===== src/rtl/decoder3to8_design.sv =====
// Registered 3-to-8 line decoder with elaboration-time polarity and optional combinational bypass.
// Optional statistics outputs (hit_cnt, last_i, onehot_err) are enabled by defining DEC3TO8_STATS_EN.
module decoder3to8_design #(
    parameter bit ACTIVE_LOW = 1'b0,
    parameter bit REG_OUT    = 1'b1
) (
    input  logic        clk,
    input  logic        rst,
    input  logic        en,
    input  logic [2:0]  i,
    output logic [7:0]  y,
    output logic        valid
`ifdef DEC3TO8_STATS_EN
    ,
    output logic [15:0] hit_cnt,
    output logic [2:0]  last_i,
    output logic        onehot_err
`endif
);

    localparam logic [7:0] INACTIVE = ACTIVE_LOW ? 8'hFF : 8'h00;

    // True when more than one line is at the active level (idle is allowed).
    function automatic logic multi_hot(input logic [7:0] v);
        return ((v & (v - 8'h01)) != 8'h00);
    endfunction

    logic [7:0] dec_s;
    logic [7:0] y_next_s;
    logic [7:0] y_r;
    logic       valid_r;

    // Active-high decode; unknown codes fall into the default branch and stay idle.
    always_comb begin
        dec_s = 8'h00;
        if (en == 1'b1) begin
            case (i)
                3'd0:    dec_s = 8'h01;
                3'd1:    dec_s = 8'h02;
                3'd2:    dec_s = 8'h04;
                3'd3:    dec_s = 8'h08;
                3'd4:    dec_s = 8'h10;
                3'd5:    dec_s = 8'h20;
                3'd6:    dec_s = 8'h40;
                3'd7:    dec_s = 8'h80;
                default: dec_s = 8'h00;
            endcase
        end else begin
            dec_s = 8'h00;
        end
    end

    assign y_next_s = dec_s ^ INACTIVE;

    // Output line register and valid flag; reset discards any pending decode.
    always_ff @(posedge clk) begin
        if (rst) begin
            y_r     <= INACTIVE;
            valid_r <= 1'b0;
        end else begin
            y_r     <= y_next_s;
            valid_r <= en;
        end
    end

    // The bypass leaves y_r in place so the encoding checker always sees the registered decode.
    assign y     = REG_OUT ? y_r : y_next_s;
    assign valid = valid_r;

`ifdef DEC3TO8_STATS_EN
    logic [15:0] hit_cnt_r;
    logic [2:0]  last_i_r;
    logic        onehot_err_r;

    // Enabled-edge counter (saturating), last code capture and encoding error flag.
    always_ff @(posedge clk) begin
        if (rst) begin
            hit_cnt_r    <= 16'h0000;
            last_i_r     <= 3'b000;
            onehot_err_r <= 1'b0;
        end else begin
            if (en) begin
                if (hit_cnt_r != 16'hFFFF) begin
                    hit_cnt_r <= hit_cnt_r + 16'h0001;
                end else begin
                    hit_cnt_r <= hit_cnt_r;
                end
                last_i_r <= i;
            end else begin
                hit_cnt_r <= hit_cnt_r;
                last_i_r  <= last_i_r;
            end
            onehot_err_r <= valid_r & multi_hot(y_r ^ INACTIVE);
        end
    end

    assign hit_cnt    = hit_cnt_r;
    assign last_i     = last_i_r;
    assign onehot_err = onehot_err_r;
`endif

endmodule


===== config.mk =====
export PLATFORM = sky130hd
export DESIGN_NAME = decoder3to8_design
export DESIGN_NICKNAME = d
export VERILOG_FILES = /design/src/rtl/decoder3to8_design.sv
export SDC_FILE = /design/constraint.sdc
export NUM_CORES = 1
export LEC_CHECK = 0
export BUFFER_PORTS_ARGS = -buffer_cell sky130_fd_sc_hd__buf_2
export CORE_AREA = 5 5 42 44
export CTS_BUF_LIST = sky130_fd_sc_hd__clkbuf_16
export DETAILED_ROUTE_END_ITERATION = 10
export DIE_AREA = 0 0 47 49
export HOLD_SLACK_MARGIN = 0.05
export SYNTH_ARGS = -nofsm -noshare
export SYNTH_HDL_FRONTEND = slang
export SYNTH_SLANG_ARGS = --single-unit

===== constraint.sdc =====
create_clock -name clk -period 0.8 [get_ports clk]
set_clock_uncertainty 0.2 [all_clocks]
set_input_delay 0.12 -clock clk [delete_from_list [all_inputs] [get_ports clk]]
set_output_delay 0.12 -clock clk [all_outputs]
set_load 0.02 [all_outputs]

=== Yosys cells after proc, flatten, opt, wreduce, memory -nomap -nowiden ===
Memories as Yosys holds them, arrays and structs flattened. A register that Yosys moved wholly into a read port is not among the register bits.
Index checks and enable logic that the tools add are counted.

* Memories kept: 1
* Word-level logic and storage cells: 4
* ROM bits: 64
* Input port bits: 6
* Flip-flop bits (word level): 1
* Output and inout port bits: 9

* Reduce and logical (&&, ||, !) cells: 1
* Bitwise operators: 1

{| class="wikitable"
|+ Memory list
! memory !! words !! bits a word !! read ports !! clocked after memory_dff !! wr ports !! line !! source
|-
| (name not given) || 8 || 8 || 1 || 1 || 0 || 37 || <nowiki>case (i)</nowiki>
|}

{| class="wikitable"
|+ Operators by type and width
! operator !! number
|-
| $reduce_or A2 Y1 || 1
|-
| $not A1 Y1 || 1
|}

=== Depth between registers and ports, before layout ===
* Depth after elaboration: 2
* Depth in mapped cells: 2
* Mapped depth without buffers: 2

=== Worst setup path after synthesis ===
No wires, ideal clock.

* Path kind: in2reg
* Start: input port i[2]
* End: register y_r[0], in the netlist y[0]
* Arrival time: 0.604 ns
* Required time: 0.527 ns
* Path slack: -0.077 ns
* Stages: 2
* Library setup time: 0.073 ns
* Path buffers: 0
* Path through: or3b_4 -> nor3_2

{| class="wikitable"
|+ RTL lines
! element !! line !! source
|-
| from (decl) || 10 || <nowiki>input logic [2:0] i,</nowiki>
|-
| to (decl) || 30 || <nowiki>logic [7:0] y_r;</nowiki>
|}

=== Worst setup path in the final report ===
* Start: register y_r[3], in the netlist y[3]
* End: output port y[3]

{| class="wikitable"
|+ RTL lines
! element !! line !! source
|-
| to (decl) || 11 || <nowiki>output logic [7:0] y,</nowiki>
|}

No word-level cell between the ends.

==> metrics.md <==
| Metric | Value |
|---|---|
| Status | finished, violations left |
| Failing checks | hold timing, setup timing |
| Post-layout net count | 49 |
| Drt pass-1 iters | 4 |
| Met3 GRT Util | 3.32% |
| Type of the most critical hold path | in -> reg |
| Buffer levels on the longest clock path | 2 |
| Clock edge transition at the registers on the reported setup and hold paths | 0.04 ns |
| Routed wire length | 549 um |
| Cell area after synthesis | 259 um^2 |
| Largest cells by area after synthesis | dfxtp_1 (70%), nor2_1 (8.7%), nand2b_1 (4.8%), or3b_4 (4.3%), nor3_2 (3.9%) |
| Cell chain of the critical path | buf_6 |
| Crit start category | flop |
| Starting density of the core | 18.5% |
| Max-slew violation count | 0 |
| Required time worst endpoint | 0.48 ns |
| Final ANT Viol Nets | 0 |
| Tcrit/Tclk final | 123% |
| Met1 global-route usage | 6.25% |
| Number of global-route vias before repair | 220 |
| First-pass GRT wire length | 828 um |
| Flip-flop and latch count after synthesis | 9 |
| Yosys Warn Count | 0 |
| Number of synthesized flops with an enable pin | 0 |
| Total number of vias | 217 |
| Delay of the slowest cell on the worst path | 0.31 ns |
| Final Hold Vio Count | 9 |
| Critical Setup Path Class | reg -> out |
| Crit path buffers/inverters | 1 |
| Detailed placement HPWL | 439 um |
| Number of DRC markers after the initial detailed-route iteration | 4 |
| Proportion of synthesized chip area in sequential cells | 69.6% |
| I/O pin cnt | 15 |
| Core ar. | 0.00140 mm^2 |
| Sinks on Clock Net | 9 |
| X dimension of the die | 47 um |
| Total nets after synthesis | 29 |
| WHS Endpoint | valid |
| Proportion of layout cells with a drive suffix above 1 | 69.0% |
| Endpoint kind of the worst setup timing path | output pin |
| Clock tree from TritonCTS | yes |
| Residual overflow from global routing | 0 |
| Data arrival at the endpoint of the critical path | 0.66 ns |
| Crit-path slowest cell | dfxtp_2 |
| Dominant cell by count in the synthesized netlist | dfxtp_1 |
| Asr flop ratio synth | 0% |
| Port Buffer Count | 14 |
| Max Cap Viol | 0 |
| Final Hold Slack | -0.141 ns |
| Placer's final routability congestion estimate | 0.781 |
| Total setup buffers inserted after CTS | 0 |
| Worst-case setup slack after placement | -0.213 ns |
| Maximum number of pins on one net before global-route repair | 6 |
| Mean instance size in the synthesized netlist | 11.3 um^2 |
| Floorplan die height | 49 um |
| Final setup vio count | 9 |
| Main flop type after synthesis | dfxtp_1 |
| Top delay family on crit path | flip-flops |
| Met2 capacity usage during global routing | 6.33% |
| Worst hold path cell count | 2 |
| Least setup slack across all paths after layout | -0.181 ns |
| Area of the die | 0.00230 mm^2 |
| Placement Cell Area | 357 um^2 |
| Initial antenna violation count | 0 |
| Filler Cells Inserted | 148 |
| Launch instance of the worst min-delay path | rst |
| Number of buffers created by CTS | 3 |
| Total Negative Setup Slacks | -1.61 ns |
| CTS root buf | clkbuf_16 |
| Rows | 14 |
| Critical path peak fanout | 1 |
| Summed area of non-filler cells in the final layout | 509 um^2 |
| Actual slew at the worst max-slew pin | 0.164 ns |
| Synth-to-Final Area Change | 96.6% |
| Synth top area share | 69.6% |
| Max Clk Rate | 1020 MHz |
| # H-tree levels | 1 |
| Relative slew slack | 89.0% |
| Most Used Layer, Global Route | met2 |
| Cells after Synth | 23 |
| RSZ-0062 raised after global routing | true |
| Lkg Pwr | 0.226 nW |
| Most instantiated cells after synthesis | dfxtp_1 (9), nor2_1 (6), nand2b_1 (2) |
| Global router's overall resource usage | 5.24% |
| Number of distinct library cell variants in the gate-level netlist after synthesis | 9 |
| Power per cell area | 2750 mW/mm^2 |
| Post-DR wirelength/cell | 9.47 um |
| Antenna Diode Count | 0 |
| IR Drop Worst-Case VDD | 1.63 mV |
| Cell type contributing the most total cell area after synthesis | dfxtp_1 |
| Detail-routed via count per cell | 3.74 |
| DRC errors left | 0 |
| Shortest clock period the worst path allows after layout | 0.981 ns |
-- routing by layer --
layer	share of wire [%]	up-vias	wire length, um
li1	-	110	-
met1	44	92	241
met2	41	13	225
met3	11	2	62
met4	3.5	0	19
met5	0	-	0
-- sequential cells by signal, indices dropped and copies added (netlist names) --
name   flops
y          8
valid      1
-- cell type report --
type	count	area (um^2)	share of cell area (%)
multi-input cells	14	78.8	15.5
repair buffers	15	140	27.5
well taps	16	20.0	3.93
clock inverters	1	3.75	0.737
clock buffers	3	75.1	14.7
flip-flops and latches	9	191	37.6
-- worst max path at each step --
stage | start | end | slack (ns) | cells after the start
2_1_floorplan | i[2] | y[0] | -0.08 | 2
3_5_place_dp | i[2] | y[0] | -0.21 | 3
3_3_place_gp | i[2] | y[0] | -0.22 | 3
5_1_grt | y[5] | y[5] | -0.19 | 1
6_report | y[3] | y[3] | -0.18 | 1
4_1_cts | y[5] | y[5] | -0.18 | 1
-- report_power, final --
part	switching (mW)	leakage [nW]	internal, mW
Clock	0.205	0.0423	0.652
Sequential	0.00419	0.0773	0.462
Combinational	0.0368	0.106	0.0426
Total	0.246	0.226	1.16
-- kinds of logic after synthesis --
logic type    Yosys count  synth area share [%]
simple gates           14                  30.4
flops                   9                  69.6
-- repair_timing --
action | CTS | global route
setup endpoints to repair | 9 | 10
hold endpoints to repair | 9 | 9
resized for setup | 27 | 1
pin swaps | 0 | 0
-- cell usage in the layout, fill, tap and decap left out, drive strengths merged --
master,instances
buf,15
dfxtp,9
nand2b,2
nor3,2
nand3b,1
or3b,1
nor2,6
nor2b,1
clkbuf,3
inv,1
nand2,1
-- stage by stage --
step	power [mW]	util (%)	cells
floorplan	0.501	-	23
global placement	0.535	25.4	54
global route	1.44	36.3	58
detailed placement	0.536	25.4	54
CTS	1.40	35.9	58
finish	1.40	36.3	58
No activity file was read; power rests on OpenSTA's default activity.
